`src/rtl/loop_sequencer.sv`:
```
// Microcode sequencer: fetches instruction words, dispatches channel start pulses, runs nested hardware loops.
// Optional build macro SEQ_LOOP_ADDR_RESTORE_EN: loop entries also save RADDRX and restore it on each repeat.
module loop_sequencer #(
    parameter int IW         = 256,
    parameter int PCW        = 16,
    parameter int NCH        = 3,
    parameter int LOOP_DEPTH = 3,
    parameter int CW         = 8,
    parameter int AW         = 16
) (
    input  logic           CLK,
    input  logic           RSTL,
    input  logic           PURGE,
    input  logic           START,
    input  logic [IW-1:0]  QI,
    output logic [PCW-1:0] RADDRI,
    output logic           RCEBI,
    // CH_REQ is a one-cycle start pulse with CH_ARG alongside; a channel accepts it unconditionally
    // and holds CH_BUSY high from the following cycle until it has finished.
    output logic [NCH-1:0] CH_REQ,
    output logic [CW-1:0]  CH_ARG,
    input  logic [NCH-1:0] CH_BUSY,
    output logic [AW-1:0]  RADDRX,
    output logic           SEQ_BUSY,
    output logic           SEQ_FIN,
    output logic           LOOP_ERR,
    output logic [2:0]     DBG_STATE
);

    localparam logic [2:0] S_IDLE  = 3'd0;
    localparam logic [2:0] S_FETCH = 3'd1;
    localparam logic [2:0] S_EXEC  = 3'd2;
    localparam logic [2:0] S_DRAIN = 3'd3;
    localparam logic [2:0] S_DONE  = 3'd4;

    localparam logic [3:0] OP_DISPATCH   = 4'd1;
    localparam logic [3:0] OP_LOOP_BEGIN = 4'd2;
    localparam logic [3:0] OP_LOOP_END   = 4'd3;
    localparam logic [3:0] OP_HALT       = 4'd4;

    localparam int SPW  = $clog2(LOOP_DEPTH + 1);
    localparam int IXW  = (LOOP_DEPTH > 1) ? $clog2(LOOP_DEPTH) : 1;
    localparam int QTOP = AW + CW + NCH + 6;
    localparam logic [SPW-1:0] SP_FULL = SPW'(LOOP_DEPTH);

    logic [2:0]     state;
    logic [PCW-1:0] pc;
    logic [PCW-1:0] pc_inc;
    logic [SPW-1:0] sp;
    logic           drain_first;
    logic [NCH-1:0] mask_q;
    logic [1:0]     amode_q;
    logic [AW-1:0]  aval_q;

    logic [PCW-1:0] stk_pc  [LOOP_DEPTH];
    logic [CW-1:0]  stk_cnt [LOOP_DEPTH];
`ifdef SEQ_LOOP_ADDR_RESTORE_EN
    logic [AW-1:0]  stk_addr [LOOP_DEPTH];
`endif

    logic [3:0]     op;
    logic [CW-1:0]  arg;
    logic [NCH-1:0] mask;
    logic           nb;
    logic [1:0]     amode;
    logic [AW-1:0]  aval;
    logic           unused_qi;

    assign op    = QI[3:0];
    assign arg   = QI[CW+3:4];
    assign mask  = QI[CW+NCH+3:CW+4];
    assign nb    = QI[CW+NCH+4];
    assign amode = QI[CW+NCH+6:CW+NCH+5];
    assign aval  = QI[QTOP:CW+NCH+7];

    generate
        if (IW > QTOP + 1) begin : g_spare
            assign unused_qi = ^QI[IW-1:QTOP+1];
        end else begin : g_nospare
            assign unused_qi = 1'b0;
        end
    endgenerate

    function automatic logic [AW-1:0] addr_step(input logic [AW-1:0] x, input logic [1:0] mode,
                                                input logic [AW-1:0] v);
        case (mode)
            2'b01:   return x + v;
            2'b10:   return x - v;
            2'b11:   return v;
            default: return x;
        endcase
    endfunction

    logic [IXW-1:0] top_ix;
    logic [IXW-1:0] push_ix;
    logic [CW-1:0]  top_cnt;
    logic [CW-1:0]  init_cnt;
    logic           stk_full;
    logic           stk_empty;
    logic           loop_again;
    logic           busy_hit;
    logic [AW-1:0]  x_exec;
    logic [AW-1:0]  x_drain;

    always_comb begin
        pc_inc     = pc + 1'b1;
        push_ix    = IXW'(sp);
        top_ix     = IXW'(sp - 1'b1);
        top_cnt    = stk_cnt[top_ix];
        init_cnt   = (arg == '0) ? CW'(1) : arg;
        stk_full   = (sp == SP_FULL);
        stk_empty  = (sp == '0);
        loop_again = (top_cnt > CW'(1));
        busy_hit   = |(CH_BUSY & mask);
        x_exec     = addr_step(RADDRX, amode, aval);
        x_drain    = addr_step(RADDRX, amode_q, aval_q);
    end

    assign RADDRI    = {pc[PCW-2:0], 1'b0};
    assign RCEBI     = (state != S_FETCH);
    assign SEQ_BUSY  = (state != S_IDLE);
    assign SEQ_FIN   = (state == S_DONE);
    assign DBG_STATE = state;

    always_ff @(posedge CLK or negedge RSTL) begin
        if (!RSTL) begin
            state       <= S_IDLE;
            pc          <= '0;
            sp          <= '0;
            drain_first <= 1'b0;
            mask_q      <= '0;
            amode_q     <= '0;
            aval_q      <= '0;
            CH_REQ      <= '0;
            CH_ARG      <= '0;
            RADDRX      <= '0;
            LOOP_ERR    <= 1'b0;
        end else begin
            CH_REQ <= '0;
            if (PURGE) begin
                state       <= S_IDLE;
                pc          <= '0;
                sp          <= '0;
                drain_first <= 1'b0;
                RADDRX      <= '0;
                LOOP_ERR    <= 1'b0;
            end else begin
                case (state)
                    S_IDLE: begin
                        if (START) begin
                            pc    <= '0;
                            sp    <= '0;
                            state <= S_FETCH;
                        end
                    end
                    S_FETCH: state <= S_EXEC;
                    S_EXEC: begin
                        case (op)
                            OP_DISPATCH: begin
                                if (mask == '0) begin
                                    pc     <= pc_inc;
                                    RADDRX <= x_exec;
                                    state  <= S_FETCH;
                                end else if (!busy_hit) begin
                                    CH_REQ <= mask;
                                    CH_ARG <= arg;
                                    if (nb) begin
                                        pc     <= pc_inc;
                                        RADDRX <= x_exec;
                                        state  <= S_FETCH;
                                    end else begin
                                        // Address update is deferred until the drain completes.
                                        mask_q      <= mask;
                                        amode_q     <= amode;
                                        aval_q      <= aval;
                                        drain_first <= 1'b1;
                                        state       <= S_DRAIN;
                                    end
                                end
                            end
                            OP_LOOP_BEGIN: begin
                                if (stk_full) begin
                                    LOOP_ERR <= 1'b1;
                                    state    <= S_DONE;
                                end else begin
                                    sp     <= sp + 1'b1;
                                    pc     <= pc_inc;
                                    RADDRX <= x_exec;
                                    state  <= S_FETCH;
                                end
                            end
                            OP_LOOP_END: begin
                                if (stk_empty) begin
                                    LOOP_ERR <= 1'b1;
                                    state    <= S_DONE;
                                end else if (loop_again) begin
                                    pc     <= stk_pc[top_ix];
`ifdef SEQ_LOOP_ADDR_RESTORE_EN
                                    RADDRX <= stk_addr[top_ix];
`else
                                    RADDRX <= x_exec;
`endif
                                    state  <= S_FETCH;
                                end else begin
                                    sp     <= sp - 1'b1;
                                    pc     <= pc_inc;
                                    RADDRX <= x_exec;
                                    state  <= S_FETCH;
                                end
                            end
                            OP_HALT: begin
                                RADDRX <= x_exec;
                                state  <= S_DONE;
                            end
                            default: begin
                                pc     <= pc_inc;
                                RADDRX <= x_exec;
                                state  <= S_FETCH;
                            end
                        endcase
                    end
                    S_DRAIN: begin
                        // Busy from the channels only becomes visible one cycle after the request.
                        if (drain_first) begin
                            drain_first <= 1'b0;
                        end else if ((CH_BUSY & mask_q) == '0) begin
                            pc     <= pc_inc;
                            RADDRX <= x_drain;
                            state  <= S_FETCH;
                        end
                    end
                    S_DONE:  state <= S_IDLE;
                    default: state <= S_IDLE;
                endcase
            end
        end
    end

    always_ff @(posedge CLK) begin
        if (state == S_EXEC && !PURGE) begin
            if (op == OP_LOOP_BEGIN && !stk_full) begin
                stk_pc[push_ix]   <= pc_inc;
                stk_cnt[push_ix]  <= init_cnt;
`ifdef SEQ_LOOP_ADDR_RESTORE_EN
                stk_addr[push_ix] <= x_exec;
`endif
            end else if (op == OP_LOOP_END && !stk_empty && loop_again) begin
                stk_cnt[top_ix] <= top_cnt - 1'b1;
            end
        end
    end

endmodule

```
`config.mk`:
```
export PLATFORM = sky130hd
export DESIGN_NAME = loop_sequencer
export DESIGN_NICKNAME = d
export VERILOG_FILES = /design/src/rtl/loop_sequencer.sv
export SDC_FILE = /design/constraint.sdc
export NUM_CORES = 1
export LEC_CHECK = 0
export ABC_AREA = 1
export BUFFER_PORTS_ARGS = -buffer_cell sky130_fd_sc_hd__buf_2
export CAP_MARGIN = 25
export CORE_UTILIZATION = 45
export DETAILED_ROUTE_END_ITERATION = 8
export GPL_ROUTABILITY_DRIVEN = 0
export HOLD_SLACK_MARGIN = 0.05
export PLACE_DENSITY = 0.72
export SYNTH_ARGS = -nofsm -noshare
export SYNTH_HDL_FRONTEND = slang
export SYNTH_SLANG_ARGS = --single-unit
export TNS_END_PERCENT = 30
```
`constraint.sdc`:
```
create_clock -name CLK -period 8.6 [get_ports CLK]
set_input_delay 1.29 -clock CLK [delete_from_list [all_inputs] [get_ports CLK]]
set_output_delay 1.29 -clock CLK [all_outputs]
set_load 0.05 [all_outputs]
```
# --- Word level (Yosys, flattened, before mapping) ---
# Memories as Yosys holds them, arrays and structs flattened.
# Cells that the tools add are included.
op_classes:
  n_addsub: 8
  bitwise_logic: 6
  n_mux: 69
  reduce_logical: 28
  n_lt_le_gt_ge: 1
  n_eq_ne: 33
ops:
  columns: ["cell", "n"]
  rows:
  - ["16-bit 2-to-1 mux", 18]
  - ["16-bit one-hot mux with 3 select lines", 4]
  - ["16-bit one-hot mux with 4 select lines", 1]
  - ["3-bit 2-to-1 mux", 13]
  - ["16-bit adder", 2]
  - ["16-bit one-hot mux with 2 select lines", 1]
  - ["16-bit subtractor", 2]
  - ["3-bit inequality test, second input constant", 9]
  - ["3-bit one-hot mux with 4 select lines", 2]
  - ["1-bit 2-to-1 mux", 17]
  - ["16-bit by 1-bit adder with 16-bit output, second input constant", 1]
  - ["8-bit 2-to-1 mux", 2]
  - ["2-bit 2-to-1 mux", 7]
  - ["4-bit inequality test, second input constant", 3]
  - ["6-bit AND reduction", 2]
  - ["3-bit nonzero test", 4]
  - ["2-bit equality test, second input constant", 5]
  - ["5-bit inequality test, second input constant", 2]
  - ["5-bit AND reduction", 2]
  - ["3-bit logical NOT", 3]
  - ["9-bit AND reduction", 1]
  - ["4-bit by 2-bit equality test with 1-bit output, second input constant", 2]
  - ["8-bit by 1-bit > comparator with 1-bit output, second input constant", 1]
  - ["8-bit logical NOT", 1]
  - ["other kinds (26)", 40]
word_totals:
  elab_cells: 158
  mem_count: 2
  out_inout_bits: 50
  in_bits: 263
  mem_bits_rw: 72
  register_bits: 71
mem_list:
  columns: ["name", "depth", "width", "read_ports", "rd_ports_with_merged_regs", "write_ports", "line_no", "text"]
  rows:
  - ["stk_pc", 3, 16, 1, 0, 1, "55", "logic [PCW-1:0] stk_pc [LOOP_DEPTH];"]
  - ["stk_cnt", 3, 8, 1, 0, 1, "56", "logic [CW-1:0] stk_cnt [LOOP_DEPTH];"]

# --- Longest topological paths before layout ---
logic_depth:
  ltp_word: 10
  ltp_mapped: 22
  depth_no_buf: 22

# --- Worst setup path after synthesis ---
# OpenSTA, ideal clock, no wires.
synth_path:
  path_type: "register -> register"
  start: "register sp[0] (netlist: push_ix[0])"
  end: "memory stk_cnt[0][0] (enable)"
  n_path_buf: 4
  path_slack_ns: 4.939
  path_stages_with_launch: 18
  t_required_ns: 8.230
  setup_time_ns: 0.370
  synth_period_minus_slack_ns: 3.661
  arrival_time_ns: 3.291
  path_cell_list: "dfrtp_1 > buf_4 > inv_4 > buf_4 > clkbuf_1 > ha_1 > clkbuf_1 > o21ai_0 > inv_1 > ha_1 > or2_2 > nand2_1 > nor2_1 > nand2_4 > nand2_2 > o21ai_1 > inv_1 > nor2_1"
synth_via:
  elab_chain_len: 10
  word_cells_on_any_way: 20
  classes_between: "add/sub (1); order compare (1); eq/ne (1); mux (9); reduce/logical (7); memory (1)"
synth_rtl:
  columns: ["element", "line_no", "text"]
  rows:
  - ["start: declaration", "49", "logic [SPW-1:0] sp;"]
  - ["start signal: assignment", "186", "sp <= sp + 1'b1;"]
  - ["start signal: assignment", "205", "sp <= sp - 1'b1;"]
  - ["2-bit by 1-bit subtractor with 2-bit output / 2-bit logical NOT (equally long branches)", "108, 112", null]
  - ["memory 3 x 8 bit / 1-bit logical NOT (equally long branches)", null, null]
  - ["8-bit by 1-bit > comparator with 1-bit output / 1-bit logical AND (equally long branches)", "113, 247", null]
  - ["1-bit logical AND", "247", "end else if (op == OP_LOOP_END && !stk_empty && loop_again) begin"]
  - ["1-bit 2-to-1 mux", "247", null]
  - ["1-bit 2-to-1 mux", "241", "if (op == OP_LOOP_BEGIN && !stk_full) begin"]
  - ["1-bit 2-to-1 mux", "240", "if (state == S_EXEC && !PURGE) begin"]
  - ["1-bit 2-to-1 mux (implied by the code)", "248", "stk_cnt[top_ix] <= top_cnt - 1'b1;"]
  - ["8-bit OR reduction (no source line)", null, null]
  - ["2-bit 2-to-1 mux (no source line) / 1-bit 2-to-1 mux (equally long branches)", null, null]
  - ["end: declaration", "56", null]
# Parallel ways exist; a longest one is shown, timed or not.

# --- Worst setup path after layout ---
# Same ends and word-level chain as after synthesis.

==> summary.txt <==
Finish
  • Area growth from synthesis to layout: 13.0%
  • Share of the core filled with cells: 51.9%
  • # nets final: approximately 1.7k
  • Ratio of cells with drive above 1 in the final layout: between 10% and 20%

Yosys
  • Most frequent cell after synthesis: sky130_fd_sc_hd__nand2_1
  • Gate count after technology mapping: 1327
  • Post-Synthesis Mean Instance Area: 7.27 um2
  • Most instantiated cells after synthesis: 427 x sky130_fd_sc_hd__nand2_1, 158 x sky130_fd_sc_hd__inv_1, 127 x sky130_fd_sc_hd__nand3_1
  • Leading register cell type out of synthesis: sky130_fd_sc_hd__dfrtp_1
  • Post-synth cell types: 48
  • Combined area of all synthesized cells: 9650 um2
  • Cell types with the largest area share after synthesis: sky130_fd_sc_hd__edfxtp_1 21%, sky130_fd_sc_hd__dfrtp_1 18%, sky130_fd_sc_hd__nand2_1 17%
  • Number of enable flip-flop cells after synthesis: 69
  • Post-synthesis async set-or-reset flop share: 50.4%
  • Post-Synthesis Net Count: approximately 1.6k
  • Post-synth top area share: 21.5%
  • Sequential area share after synthesis: 39.6%
  • Count of warnings emitted by yosys: 0
  • #FFs+latches synth: 139
  • Cell type with the largest total area after synthesis: sky130_fd_sc_hd__edfxtp_1

Floorplan
  • Std-Cell Core Area: between 20000 and 25000 um2
  • Area of the die: 22000 um2
  • Horizontal die dimension: 148 um
  • Count of pins on the block boundary: approximately 310
  • Initial Utilization: between 40% and 50%
  • Number of standard-cell rows in the floorplan: 53
  • Vertical die dimension: 148 um

Critical path
  • Crit path arrival time: 3.93 ns
  • Largest stage delay on the critical path: 0.64 ns
  • Setup crit start kind: flop
  • Maximum fanout encountered on the critical timing path: 25
  • Slowest stage cell on the critical path: sky130_fd_sc_hd__nor2_1
  • List of cells traversed by the critical path: inv_4 > ha_1 > o21ai_0 > inv_1 > ha_1 > or2_2 > nand2_1 > nor2_1 > nand2_4 > nand2_2 > o21ai_1 > inv_1 > nor2_1
  • Critical Setup Path Class: flop to flop
  • Kind of end point of the critical path: flop
  • Required @ worst endpoint: 8.65 ns
  • Buffers and inverters on the worst path: 3
  • Worst path top cell family by delay: simple AND/OR/NAND/NOR gates

Global routing
  • Largest net degree at the start of global routing: 71
  • Via count of the first global-routing pass: 8330
  • Total Routing Usage GR: 24.3%
  • Global-route wire length before repair: 41.7 mm
  • Grt total ovfl: 0
  • Antenna violations before repair: 0

Job
  • Max-Cap Viols: 0

Power and ir drop
  • Power density over the cells: ~260 nW/um2
  • Static leakage power: around 5.6 nW
  • Worst IR drop on VDD: 0.152 mV

Detailed routing
  • Number of iterations in the first detailed-routing pass: 5
  • Count of vias placed by the detailed router: 8907
  • Detailed router's first-iteration violation count: between 700 and 800
  • DRT Wirelength: 25.7 mm
  • Per-cell routed wire length: 15.2 um
  • Count of nets left with antenna violations after detail routing: 0
  • Drc violations: 0
  • Ratio of routed vias to standard cells: between 5 and 6

STA
  • Layout Skew: roughly 0.0074 ns
  • Final setup slack of the worst path: 4.71 ns
  • Slew at the pin with the worst max-slew slack: 0.970 ns
  • Max Clk Rate: approximately 0.26 GHz
  • Headroom to the max-slew limit: 35.3%
  • Aggregate negative setup slack: 0 ns
  • Unrepaired setup endpoints after global routing: no
  • Fin crit period: between 3 and 4 ns
  • Crit share post-route: between 40% and 50%
  • Count of final hold-check violations: 0
  • Final number of setup-violating endpoints: 0
  • Post-route worst hold slack: 0.481 ns
  • Max-slew violation count: 0

Clock network
  • Maximum count of clock buffers along a single path: 2
  • Clock input transition at the sequential cells of the worst setup and hold paths: 0.06 ns
  • Clock tree root driver cell: sky130_fd_sc_hd__clkbuf_16
  • Post-CTS Setup Repair Bufs: 0
  • Clock tree from TritonCTS: yes
  • Clock latency at the later pin of the worst-skew pair: 0.42 ns
  • Clock sink total: roughly 140
  • Number of buffers added by the clock tree synthesis step: 17
  • Hold-fix buffers at CTS: 0
  • H-tree level count: 4
  • Resize count post-CTS: 0

Min path
  • Hold crit path type: flop to flop

Placed design
  • Placed wire-length estimate after detailed placement: about 18 mm
  • Number of port buffers: 89
  • Setup WS pre-CTS: 4.27 ns

Outcome
  • Outcome: complete, no violations
-- where the power goes --
group          internal [W]  leakage [nW]  switching, W
Clock              0.000461         0.293      0.000304
Combinational      0.000399          3.70      0.000840
Sequential         0.000736          1.60     0.0000622
Total               0.00160          5.59       0.00121
-- state kept, by name (all words and copies together) (netlist names) --
| name | cells |
|---|---|
| CH_ARG | 8 |
| CH_REQ | 3 |
| DBG_STATE | 3 |
| LOOP_ERR | 1 |
| RADDRX | 16 |
| amode_q | 2 |
| aval_q | 16 |
| drain_first | 1 |
| mask_q | 3 |
| pc | 15 |
| push_ix | 2 |
| stk_cnt | 24 |
| stk_pc | 45 |
-- per-layer routing --
metal	global-route usage [%]	wire length, um	vias up
met5	0	0	-
met4	8.66	486	0
met3	5.09	2030	31
met2	39.4	11700	320
met1	32.1	11500	4095
li1	-	-	4461
-- per-stage QoR --
step                      instances  power [W]  instance area [um2]
after floorplan                1327    0.00175                 9650
after global placement         1654    0.00201                10300
after detailed placement       1654    0.00203                10300
after CTS                      1686    0.00279                10900
after global routing           1687    0.00300                10900
final                          1688    0.00280                10900
-- placed cells by master (no fill, tap or decap), drive strengths merged, types with 2 or more instances in the layout --
master | synthesis | final
nand2 | 445 | 445
inv | 166 | 171
fa | 2 | 2
nor2 | 90 | 90
o31ai | 3 | 3
nand3 | 130 | 130
clkinv | 1 | 5
nor3 | 17 | 17
xnor2 | 8 | 8
o21ai | 96 | 96
dfrtp | 70 | 70
clkbuf | 21 | 17
nand3b | 6 | 6
a31oi | 3 | 3
xor2 | 37 | 37
buf | 19 | 93
o21a | 2 | 2
a21oi | 60 | 60
ha | 39 | 39
nand4 | 13 | 13
or2 | 9 | 9
clkinvlp | 0 | 3
edfxtp | 69 | 69
o211ai | 6 | 6
bufinv | 0 | 3
o21bai | 4 | 4
mux2 | 3 | 3
-- worst min-delay path: cells and delay by family, from the launching register on --
family / cells / cell delay [ns]
AO/OA/AOI/OAI: 1 / 0.06
AND/OR/NAND/NOR: 1 / 0.05
flip-flops: 1 / 0.33
-- final cells by class --
type / count / area, um2
Sequential cell: 139 / 3820
Clock buffer: 17 / 425
Timing Repair Buffer: 93 / 498
Multi-Input combinational cell: 981 / 5000
Fill cell: 1971 / 10100
Clock inverter: 15 / 186
Inverter: 167 / 629
Tap cell: 275 / 344
Antenna cell: 1 / 2.50
-- logic make-up after synthesis --
| logic type | after synthesis | share of synthesized area, % |
|---|---|---|
| AND/OR/NAND/NOR | 713 | 31.9 |
| buffers and inverters | 207 | 8.70 |
| AO/OA/AOI/OAI | 178 | 9.85 |
| flip-flops | 139 | 39.6 |
| XOR/XNOR | 45 | 4.08 |
| adder cells (fa/ha/maj) | 41 | 5.47 |
| multiplexers | 3 | 0.350 |
| other | 1 | 0.0389 |
-- worst paths after layout --
check,end,slack [ns],startpoint,depth (start not counted)
max in group asynchronous,pc[4],7.42,RSTL,2
min,CH_ARG[2],0.48,CH_ARG[2],2
min in group asynchronous,CH_ARG[0],0.65,RSTL,1
max reg2reg,stk_cnt[0][0],4.71,push_ix[0],13
min reg2reg,CH_ARG[2],0.48,CH_ARG[2],2
max,stk_cnt[0][0],4.71,push_ix[0],13
Note: power is estimated with default switching activity, not from simulation.
